## src/rtl/axonerve_kvs_axis_out_slice.sv

```systemverilog
// Registered AXI4-Stream slice with 2-entry skid buffer; 1-cycle latency, full throughput.
// Backpressure: registered s_axis_tready drops only while the skid holds a beat.
module axonerve_kvs_axis_out_slice #(
    parameter int C_AXIS_TDATA_WIDTH = 512,
    parameter int C_COUNT_WIDTH      = 32
) (
    input  logic                            aclk,
    input  logic                            areset,
    input  logic                            ctrl_clear,
    input  logic                            s_axis_tvalid,
    output logic                            s_axis_tready,
    input  logic [C_AXIS_TDATA_WIDTH-1:0]   s_axis_tdata,
    input  logic [C_AXIS_TDATA_WIDTH/8-1:0] s_axis_tkeep,
    input  logic                            s_axis_tlast,
    output logic                            m_axis_tvalid,
    input  logic                            m_axis_tready,
    output logic [C_AXIS_TDATA_WIDTH-1:0]   m_axis_tdata,
    output logic [C_AXIS_TDATA_WIDTH/8-1:0] m_axis_tkeep,
    output logic                            m_axis_tlast,
    output logic [C_COUNT_WIDTH-1:0]        stat_beats,
    output logic [C_COUNT_WIDTH-1:0]        stat_pkts,
    output logic                            stat_idle
);
    localparam int KW = C_AXIS_TDATA_WIDTH / 8;

    typedef struct packed {
        logic [C_AXIS_TDATA_WIDTH-1:0] dat;
        logic [KW-1:0]                 keep;
        logic                          last;
    } beat_t;

    typedef enum logic [1:0] {ST_EMPTY, ST_ONE, ST_FULL} state_t;

    state_t                   state_q, state_d;
    beat_t                    main_q, main_d, skid_q, skid_d, in_beat;
    logic                     m_vld_q, m_vld_d;
    logic                     s_rdy_q, s_rdy_d;
    logic                     idle_q, idle_d;
    logic [C_COUNT_WIDTH-1:0] beats_q, beats_d, pkts_q, pkts_d;
    logic                     in_hs, out_hs;
    logic [C_COUNT_WIDTH-1:0] beat_inc, pkt_inc;

    assign in_beat = '{dat: s_axis_tdata, keep: s_axis_tkeep, last: s_axis_tlast};

    always_comb begin
        state_d  = state_q;
        main_d   = main_q;
        skid_d   = skid_q;
        in_hs    = s_axis_tvalid & s_rdy_q;
        out_hs   = m_vld_q & m_axis_tready;
        beat_inc = '0;
        pkt_inc  = '0;

        case (state_q)
            ST_EMPTY: begin
                if (in_hs) begin
                    main_d  = in_beat;
                    state_d = ST_ONE;
                end
            end
            ST_ONE: begin
                if (in_hs && out_hs) begin
                    main_d = in_beat;
                end else if (in_hs) begin
                    skid_d  = in_beat;
                    state_d = ST_FULL;
                end else if (out_hs) begin
                    state_d = ST_EMPTY;
                end
            end
            ST_FULL: begin
                // tready is low here, so only the drain side can move
                if (out_hs) begin
                    main_d  = skid_q;
                    state_d = ST_ONE;
                end
            end
            default: state_d = ST_EMPTY;
        endcase

        m_vld_d = (state_d != ST_EMPTY);
        s_rdy_d = (state_d != ST_FULL);
        idle_d  = (state_d == ST_EMPTY);

        beat_inc[0] = out_hs;
        pkt_inc[0]  = out_hs & main_q.last;
        // A clear still counts the handshake that happens in the same cycle
        beats_d = ctrl_clear ? beat_inc : beats_q + beat_inc;
        pkts_d  = ctrl_clear ? pkt_inc  : pkts_q + pkt_inc;
    end

    always_ff @(posedge aclk) begin
        if (areset) begin
            state_q <= ST_EMPTY;
            m_vld_q <= 1'b0;
            s_rdy_q <= 1'b0;
            idle_q  <= 1'b1;
            beats_q <= '0;
            pkts_q  <= '0;
        end else begin
            state_q <= state_d;
            m_vld_q <= m_vld_d;
            s_rdy_q <= s_rdy_d;
            idle_q  <= idle_d;
            beats_q <= beats_d;
            pkts_q  <= pkts_d;
        end
    end

    // Payload registers carry no reset; they are qualified by m_vld_q / state_q
    always_ff @(posedge aclk) begin
        main_q <= main_d;
        skid_q <= skid_d;
    end

    assign m_axis_tvalid = m_vld_q;
    assign s_axis_tready = s_rdy_q;
    assign m_axis_tdata  = main_q.dat;
    assign m_axis_tkeep  = main_q.keep;
    assign m_axis_tlast  = main_q.last;
    assign stat_beats    = beats_q;
    assign stat_pkts     = pkts_q;
    assign stat_idle     = idle_q;

endmodule

```

## config.mk

```make
export PLATFORM = sky130hd
export DESIGN_NAME = axonerve_kvs_axis_out_slice
export DESIGN_NICKNAME = d
export VERILOG_FILES = /design/src/rtl/axonerve_kvs_axis_out_slice.sv
export SDC_FILE = /design/constraint.sdc
export NUM_CORES = 1
export LEC_CHECK = 0
export ABC_AREA = 0
export CORE_AREA = 2 2 478 480
export CTS_CLUSTER_DIAMETER = 30
export DETAILED_ROUTE_END_ITERATION = 7
export DIE_AREA = 0 0 480 482
export PLACE_DENSITY = 0.48
export SYNTH_ARGS = -nofsm -noshare
export SYNTH_HDL_FRONTEND = slang
export SYNTH_SLANG_ARGS = --single-unit
```

## constraint.sdc

```tcl
create_clock -name aclk -period 41.5 [get_ports aclk]
set_input_delay 6.225 -clock aclk [delete_from_list [all_inputs] [get_ports aclk]]
set_output_delay 6.225 -clock aclk [all_outputs]
set_load 0.02 [all_outputs]
```

==> impl_metrics.json, run 1 <==
{
  "max_clk_rate_mhz": 106,
  "avg_synthesized_cell_area_sq_um": 20.6,
  "overflow": 0,
  "slew_violations": 0,
  "layout.cells.most_common": "sky130_fd_sc_hd__clkdlybuf4s50_1",
  "critical_path_depth": 6,
  "antenna_found_initial": 84,
  "timing.critical_path.cells": "clkdlybuf4s50_1 -> a21boi_0 -> nor2b_4 -> buf_4 -> buf_4 -> buf_4",
  "postCtsSetupBuffers": 0,
  "power.switching_mw": 0.925,
  "port-buffer-count": 1225,
  "globalRouteTotalUtil": 0.137,
  "most_common_cell_type_on_the_critical_path": "sky130_fd_sc_hd__buf_4",
  "routed_via_density": 3.88,
  "mappedNetlistNets": 2749,
  "synthToLayoutAreaGrowth_pct": 60.7,
  "synth_ff_type": "sky130_fd_sc_hd__edfxtp_1",
  "worstReg2RegEnd": "m_axis_tdata[286]$_DFFE_PP_",
  "rrSetupSlack_ns": 36.37,
  "run_status": "finished clean",
  "p_seq_frac": 0.338,
  "cts_buffers": 335,
  "detail_route.first_pass.iterations": 7,
  "drc_errors": 0,
  "core.rowCount": 175,
  "via_count": 27017,
  "cap_violations": 0,
  "globalplace.congestion": 0.830,
  "coreArea_sq_mm": 0.226,
  "final.setup.tns_ns": 0,
  "worst_path_dominant_cell_family": "buffers and inverters",
  "clock_path_buffers": 4,
  "synth_area_sq_mm": 0.0446,
  "power.density_cell_area_mw_per_mm2": 59.4,
  "synth_edf_count": 1154,
  "min_period_over_period": 0.226,
  "worst-setup-path-type": "input pin to flop",
  "drive_gt1_frac": 0.285,
  "cp.buffers_inverters": 4,
  "worstPathMaxFanout": 68,
  "layout_min_cycle_time_ns": 9.40,
  "cts_htree_levels": 5,
  "finalHoldViolations": 0,
  "setup_violations": 0,
  "mostFrequentLayoutCells": "sky130_fd_sc_hd__clkdlybuf4s50_1, sky130_fd_sc_hd__edfxtp_1, sky130_fd_sc_hd__mux2_2, sky130_fd_sc_hd__clkbuf_16, sky130_fd_sc_hd__clkinv_2",
  "fin_worst_hold_slack_ns": 0.474,
  "p_sw_frac": 0.217,
  "crit-reg2reg-launch": "state_q[0]$_SDFF_PP0_",
  "initial_core_util": 0.197,
  "largest_net_degree_at_the_start_of_global_routing": 155,
  "share_comb_of_total_power": 0.067,
  "worst_slew_margin_rel": 0.107,
  "drt-wirelength-per-cell_microns": 23.8,
  "drt.antenna.violating_nets": 0,
  "worstSetupEndpoint": "skid_q[219]$_DFFE_PP_",
  "max_slew.worst_pin.slew_ns": 1.34,
  "ys_seq_area_frac": 0.808,
  "detailedRoute.firstIterationViolations": 1623,
  "cts_tree": "built",
  "register_to_register_path_depth": 6,
  "clockPowerShare": 0.595,
  "irDropWorstVdd_mv": 0.0357,
  "grt_setup_unrepaired": "false",
  "async_reset_ff_frac": 0,
  "cpMaxStageDelayCell": "sky130_fd_sc_hd__buf_4",
  "startpoint": "m_axis_tready",
  "power_report.internal_total_mw": 3.33,
  "final_cell_count_no_fill": 6957,
  "number_of_global_route_vias_before_repair": 28015,
  "grt_pass1_wl_microns": 225000,
  "number_of_warnings_reported_in_the_yosys_synthesis_log": 0,
  "clock-skew-final_ns": 0.0783,
  "timing.critical_path.slowest_cell_delay_ns": 0.80,
  "clockRootBuffer": "sky130_fd_sc_hd__clkbuf_16",
  "postCtsResizedCells": 0,
  "power.leakage_nw": 24.3,
  "fp.dieArea_sq_mm": 0.231,
  "path_type_of_the_worst_min_delay_path": "flop to flop",
  "cp_data_required_time_ns": 41.97,
  "worst_skew_pair.late_latency_ns": 0.92,
  "dp_hpwl_microns": 120000,
  "worst_setup_path_start_kind": "input pin",
  "synth.lib_cells_used.distinct": 43,
  "finish.net_count": 4255,
  "ys_ff_latch": 1223,
  "final_routed_wirelength_across_all_metal_layers_microns": 166000,
  "timing.critical_path.to_type": "flop",
  "syn_inst": 2163,
  "p_total_mw": 4.25,
  "die_h_microns": 482,
  "die_w_microns": 480,
  "clk_pin_slew_worst_paths_ns": 0.04,
  "clkSinkCount": 1223,
  "critPathArrivalTime_ns": 9.87,
  "placedCellCount": 6341,
  "cts_hold_repair.buffers": 0,
  "design.portCount": 1226
}
routing by layer:
layer,vias up,share of wire,GRT usage
li1,11802,-,-
met1,13439,0.39,0.158
met2,1298,0.45,0.211
met3,414,0.13,0.0796
met4,64,0.028,0.0471
met5,-,0.0024,0
sequential cells by signal (all words and copies together), names as in the netlist, 2 cells and up:
name and count:
stat_beats 32, state_q 2, stat_pkts 32, m_axis_tdata 512
m_axis_tkeep 64, skid_q 577
worst min-delay path by stage:
stage	from	end	cells after the start
6_report	skid_q[525]$_DFFE_PP_	m_axis_tdata[460]$_DFFE_PP_	1
4_1_cts	skid_q[525]$_DFFE_PP_	m_axis_tdata[460]$_DFFE_PP_	1
3_5_place_dp	stat_pkts[31]$_SDFF_PP0_	stat_pkts[31]$_SDFF_PP0_	2
5_1_grt	skid_q[525]$_DFFE_PP_	m_axis_tdata[460]$_DFFE_PP_	1
3_3_place_gp	stat_beats[30]$_SDFF_PP0_	stat_beats[30]$_SDFF_PP0_	2
2_1_floorplan	skid_q[576]$_DFFE_PP_	m_axis_tdata[511]$_DFFE_PP_	1
per-stage QoR:
| step | utilization | area (sq um) | setup slack [ns] |
|---|---|---|---|
| after floorplan | - | 44600 | 8.35 |
| after global placement | 0.267 | 60500 | 31.05 |
| after detailed placement | 0.267 | 60500 | 31.08 |
| after CTS | 0.316 | 71600 | 32.04 |
| after global routing | 0.316 | 71600 | 31.76 |
| final | 0.316 | 71600 | 32.10 |
power groups by stage:
stage	sequential (mW)	combinational, mW	clock (mW)
detailed placement	1.46	0.291	0
floorplan	1.54	0.0615	0
finish	1.44	0.286	2.53
CTS	1.44	0.293	2.59
global route	1.44	0.303	2.66
global placement	1.46	0.291	0
layout make-up:
cell class	instances	area [sq um]
sequential	1223	36000
tap	3009	3760
inverter	13	48.8
timing repair buffer	1249	12500
multi-input combinational	847	8220
fill	22142	155000
clock inverter	220	2470
clock buffer	375	8570
antenna	21	52.6
cell families after synthesis:
family	count (synthesis)	synth area share
compound gates	76	0.00996
xor+xnor	22	0.00432
fa+ha+maj	4	0.00112
buf+inv	93	0.00822
flops	1223	0.808
mux	583	0.147
simple gates	162	0.0212
synth_stat cells (2+ instances only):
| cell type | number | share of area |
|---|---|---|
| sky130_fd_sc_hd__nand4_4 | 2 | 0.00095 |
| sky130_fd_sc_hd__nand2_1 | 26 | 0.0022 |
| sky130_fd_sc_hd__mux2_2 | 578 | 0.15 |
| sky130_fd_sc_hd__nor3_1 | 6 | 0.00067 |
| sky130_fd_sc_hd__nor2_1 | 29 | 0.0024 |
| sky130_fd_sc_hd__ha_1 | 4 | 0.0011 |
| sky130_fd_sc_hd__edfxtp_1 | 1154 | 0.78 |
| sky130_fd_sc_hd__o41ai_1 | 2 | 0.00039 |
| sky130_fd_sc_hd__nand3_1 | 15 | 0.0017 |
| sky130_fd_sc_hd__nand4_1 | 14 | 0.0020 |
| sky130_fd_sc_hd__buf_6 | 2 | 0.00051 |
| sky130_fd_sc_hd__inv_1 | 13 | 0.0011 |
| sky130_fd_sc_hd__nand2b_1 | 2 | 0.00028 |
| sky130_fd_sc_hd__clkbuf_1 | 71 | 0.0060 |
| sky130_fd_sc_hd__buf_1 | 5 | 0.00042 |
| sky130_fd_sc_hd__and3_1 | 2 | 0.00028 |
| sky130_fd_sc_hd__dfxtp_1 | 69 | 0.031 |
| sky130_fd_sc_hd__or3_1 | 22 | 0.0031 |
| sky130_fd_sc_hd__or4_1 | 16 | 0.0027 |
| sky130_fd_sc_hd__xnor2_1 | 12 | 0.0024 |
| sky130_fd_sc_hd__and2_1 | 4 | 0.00056 |
| sky130_fd_sc_hd__o21ai_0 | 20 | 0.0022 |
| sky130_fd_sc_hd__nor4_1 | 5 | 0.00070 |
| sky130_fd_sc_hd__a21oi_1 | 35 | 0.0039 |
| sky130_fd_sc_hd__xor2_1 | 10 | 0.0020 |
| sky130_fd_sc_hd__and4_1 | 6 | 0.0012 |
| sky130_fd_sc_hd__mux2i_1 | 5 | 0.0011 |
| sky130_fd_sc_hd__or3_2 | 3 | 0.00051 |
| sky130_fd_sc_hd__nor2b_1 | 2 | 0.00028 |
| sky130_fd_sc_hd__o311ai_0 | 3 | 0.00059 |
| sky130_fd_sc_hd__or4_4 | 2 | 0.00051 |
| sky130_fd_sc_hd__buf_2 | 2 | 0.00022 |
| sky130_fd_sc_hd__o31ai_1 | 12 | 0.0020 |
Note: power is estimated with default switching activity, not from simulation.
==> inputs of run 2 (changes only) <==
--- a/config.mk
+++ b/config.mk
@@ -6,11 +6,11 @@
 export NUM_CORES = 1
 export LEC_CHECK = 0
 export ABC_AREA = 0
-export CORE_AREA = 2 2 478 480
+export CORE_AREA = 2 2 476 478
 export CTS_CLUSTER_DIAMETER = 30
 export DETAILED_ROUTE_END_ITERATION = 7
-export DIE_AREA = 0 0 480 482
-export PLACE_DENSITY = 0.48
+export DIE_AREA = 0 0 478 480
+export PLACE_DENSITY = 0.49
 export SYNTH_ARGS = -nofsm -noshare
 export SYNTH_HDL_FRONTEND = slang
 export SYNTH_SLANG_ARGS = --single-unit
==> constraint.sdc (replaced) <==
create_clock -name aclk -period 7.7 [get_ports aclk]
set_input_delay 1.155 -clock aclk [delete_from_list [all_inputs] [get_ports aclk]]
set_output_delay 1.155 -clock aclk [all_outputs]
set_load 0.02 [all_outputs]
==> impl_metrics.json, run 2 (synthesis gave the netlist of run 1 again) <==
{
  "grt_setup_unrepaired": "false",
  "overflow": 0,
  "fp.dieArea_sq_mm": 0.229,
  "grt_pass1_wl_microns": 232000,
  "layout.cells.most_common": "sky130_fd_sc_hd__clkdlybuf4s50_1",
  "worstPathMaxFanout": 5,
  "detailedRoute.firstIterationViolations": 1553,
  "layout_min_cycle_time_ns": 3.33,
  "cp_data_required_time_ns": 6.55,
  "layout.core_utilization": 0.321,
  "drt-wirelength-per-cell_microns": 24.9,
  "clockPowerShare": 0.596,
  "cts_buffers": 339,
  "clockRootBuffer": "sky130_fd_sc_hd__clkbuf_16",
  "finish.net_count": 4259,
  "mostFrequentLayoutCells": "sky130_fd_sc_hd__clkdlybuf4s50_1, sky130_fd_sc_hd__edfxtp_1, sky130_fd_sc_hd__mux2_2, sky130_fd_sc_hd__clkbuf_16, sky130_fd_sc_hd__dfxtp_1",
  "p_sw_frac": 0.219,
  "globalplace.congestion": 0.847,
  "largest_register_ffs": 577,
  "die_w_microns": 478,
  "final_routed_wirelength_across_all_metal_layers_microns": 173000,
  "finalHoldViolations": 0,
  "cap_violations": 0,
  "dp_hpwl_microns": 125000,
  "via_count": 27238,
  "power_report.internal_total_mw": 18.0,
  "cts_tree": "built",
  "clock-skew-final_ns": 0.0975,
  "cts_htree_levels": 5,
  "worst-setup-path-type": "flop to primary output",
  "cts_hold_repair.buffers": 0,
  "globalRouteTotalUtil": 0.145,
  "p_seq_frac": 0.337,
  "setup_violations": 0,
  "worst_slew_margin_rel": 0.260,
  "core.rowCount": 174,
  "die_h_microns": 480,
  "path_type_of_the_worst_min_delay_path": "flop to flop",
  "timing.critical_path.cells": "clkdlybuf4s50_1",
  "power.switching_mw": 5.03,
  "share_comb_of_total_power": 0.068,
  "run_status": "finished clean",
  "initial_core_util": 0.199,
  "drt.antenna.violating_nets": 0,
  "top_register": "skid_q",
  "coreArea_sq_mm": 0.224,
  "p_total_mw": 23.0,
  "min_period_over_period": 0.432,
  "number_of_global_route_vias_before_repair": 28417,
  "max_slew.worst_pin.slew_ns": 1.11,
  "max_clk_rate_mhz": 300,
  "timing.critical_path.to_type": "primary output",
  "critPathArrivalTime_ns": 2.17,
  "worst_path_dominant_cell_family": "buffers and inverters",
  "worst_skew_pair.late_latency_ns": 0.90,
  "synthToLayoutAreaGrowth_pct": 61.1,
  "detail_route.first_pass.iterations": 5,
  "worst_setup_path_start_kind": "flop",
  "postCtsSetupBuffers": 0,
  "port-buffer-count": 1225,
  "fillerInstances": 21706,
  "timing.critical_path.slowest_cell_delay_ns": 0.86,
  "cpMaxStageDelayCell": "sky130_fd_sc_hd__clkdlybuf4s50_1",
  "largest_net_degree_at_the_start_of_global_routing": 157,
  "design.portCount": 1226,
  "antenna_found_initial": 124,
  "postCtsResizedCells": 0,
  "clk_pin_slew_worst_paths_ns": 0.04,
  "drive_gt1_frac": 0.281,
  "clock_path_buffers": 4,
  "routed_via_density": 3.91,
  "irDropWorstVdd_mv": 0.227,
  "clkSinkCount": 1223,
  "slew_violations": 0,
  "cp.buffers_inverters": 1,
  "power.density_cell_area_mw_per_mm2": 320,
  "power.leakage_nw": 24.3,
  "drc_errors": 0
}
[run 2: cell types whose count changed in the layout (fill, tap and decap cells not counted), sizes merged]
| cell | delta |
|---|---|
| diode | +18 |
| clkinvlp | -4 |
| clkinv | -10 |
| bufinv | -5 |
| clkbuf | +26 |
| inv | -3 |
[run 2: final cells by class]
type / instances / area (sq um) / area share
diodes: 39 / 97.6 / 0.00136
multi-input cells: 847 / 8220 / 0.114
clock inverters: 198 / 2260 / 0.0314
repair buffers: 1249 / 12600 / 0.175
flip-flops and latches: 1223 / 36000 / 0.502
clock buffers: 401 / 8880 / 0.124
well taps: 2992 / 3740 / 0.0521
inverters: 13 / 48.8 / 0.000679
[run 2: metrics by stage]
| stage | instance area (sq um) | setup slack [ns] | hold slack (ns) | std cells | setup TNS [ns] |
|---|---|---|---|---|---|
| floorplan | 44600 | -2.69 | 0.525 | 2163 | -1551.74 |
| global placement | 60600 | 3.50 | 0.488 | 6324 | 0 |
| detailed placement | 60600 | 3.47 | 0.494 | 6324 | 0 |
| CTS | 71700 | 4.21 | 0.457 | 6923 | 0 |
| global route | 71800 | 4.22 | 0.488 | 6934 | 0 |
| finish | 71800 | 4.37 | 0.457 | 6962 | 0 |
[run 2: path summary, 6_finish.rpt]
kind / startpoint / to / slack (ns) / cells past startpoint
max: m_axis_tvalid$_SDFF_PP0_ / m_axis_tvalid / 4.37 / 1
min: skid_q[156]$_DFFE_PP_ / m_axis_tdata[91]$_DFFE_PP_ / 0.46 / 1
max reg2reg: state_q[0]$_SDFF_PP0_ / m_axis_tdata[54]$_DFFE_PP_ / 4.56 / 4
min reg2reg: skid_q[156]$_DFFE_PP_ / m_axis_tdata[91]$_DFFE_PP_ / 0.46 / 1
[run 2: per-layer routing]
| layer | share of wire | track usage |
|---|---|---|
| met5 | 0.0023 | 0 |
| met4 | 0.045 | 0.0741 |
| met3 | 0.13 | 0.0885 |
| met2 | 0.44 | 0.216 |
| met1 | 0.37 | 0.160 |
[run 2: power by group through the flow]
| stage | clock (mW) | sequential (mW) | combinational [mW] |
|---|---|---|---|
| after global placement | 0 | 7.86 | 1.58 |
| after floorplan | 0 | 8.14 | 0.333 |
| after detailed placement | 0 | 7.86 | 1.58 |
| after CTS | 14.1 | 7.75 | 1.59 |
| final | 13.7 | 7.75 | 1.55 |
| after global routing | 14.4 | 7.77 | 1.64 |
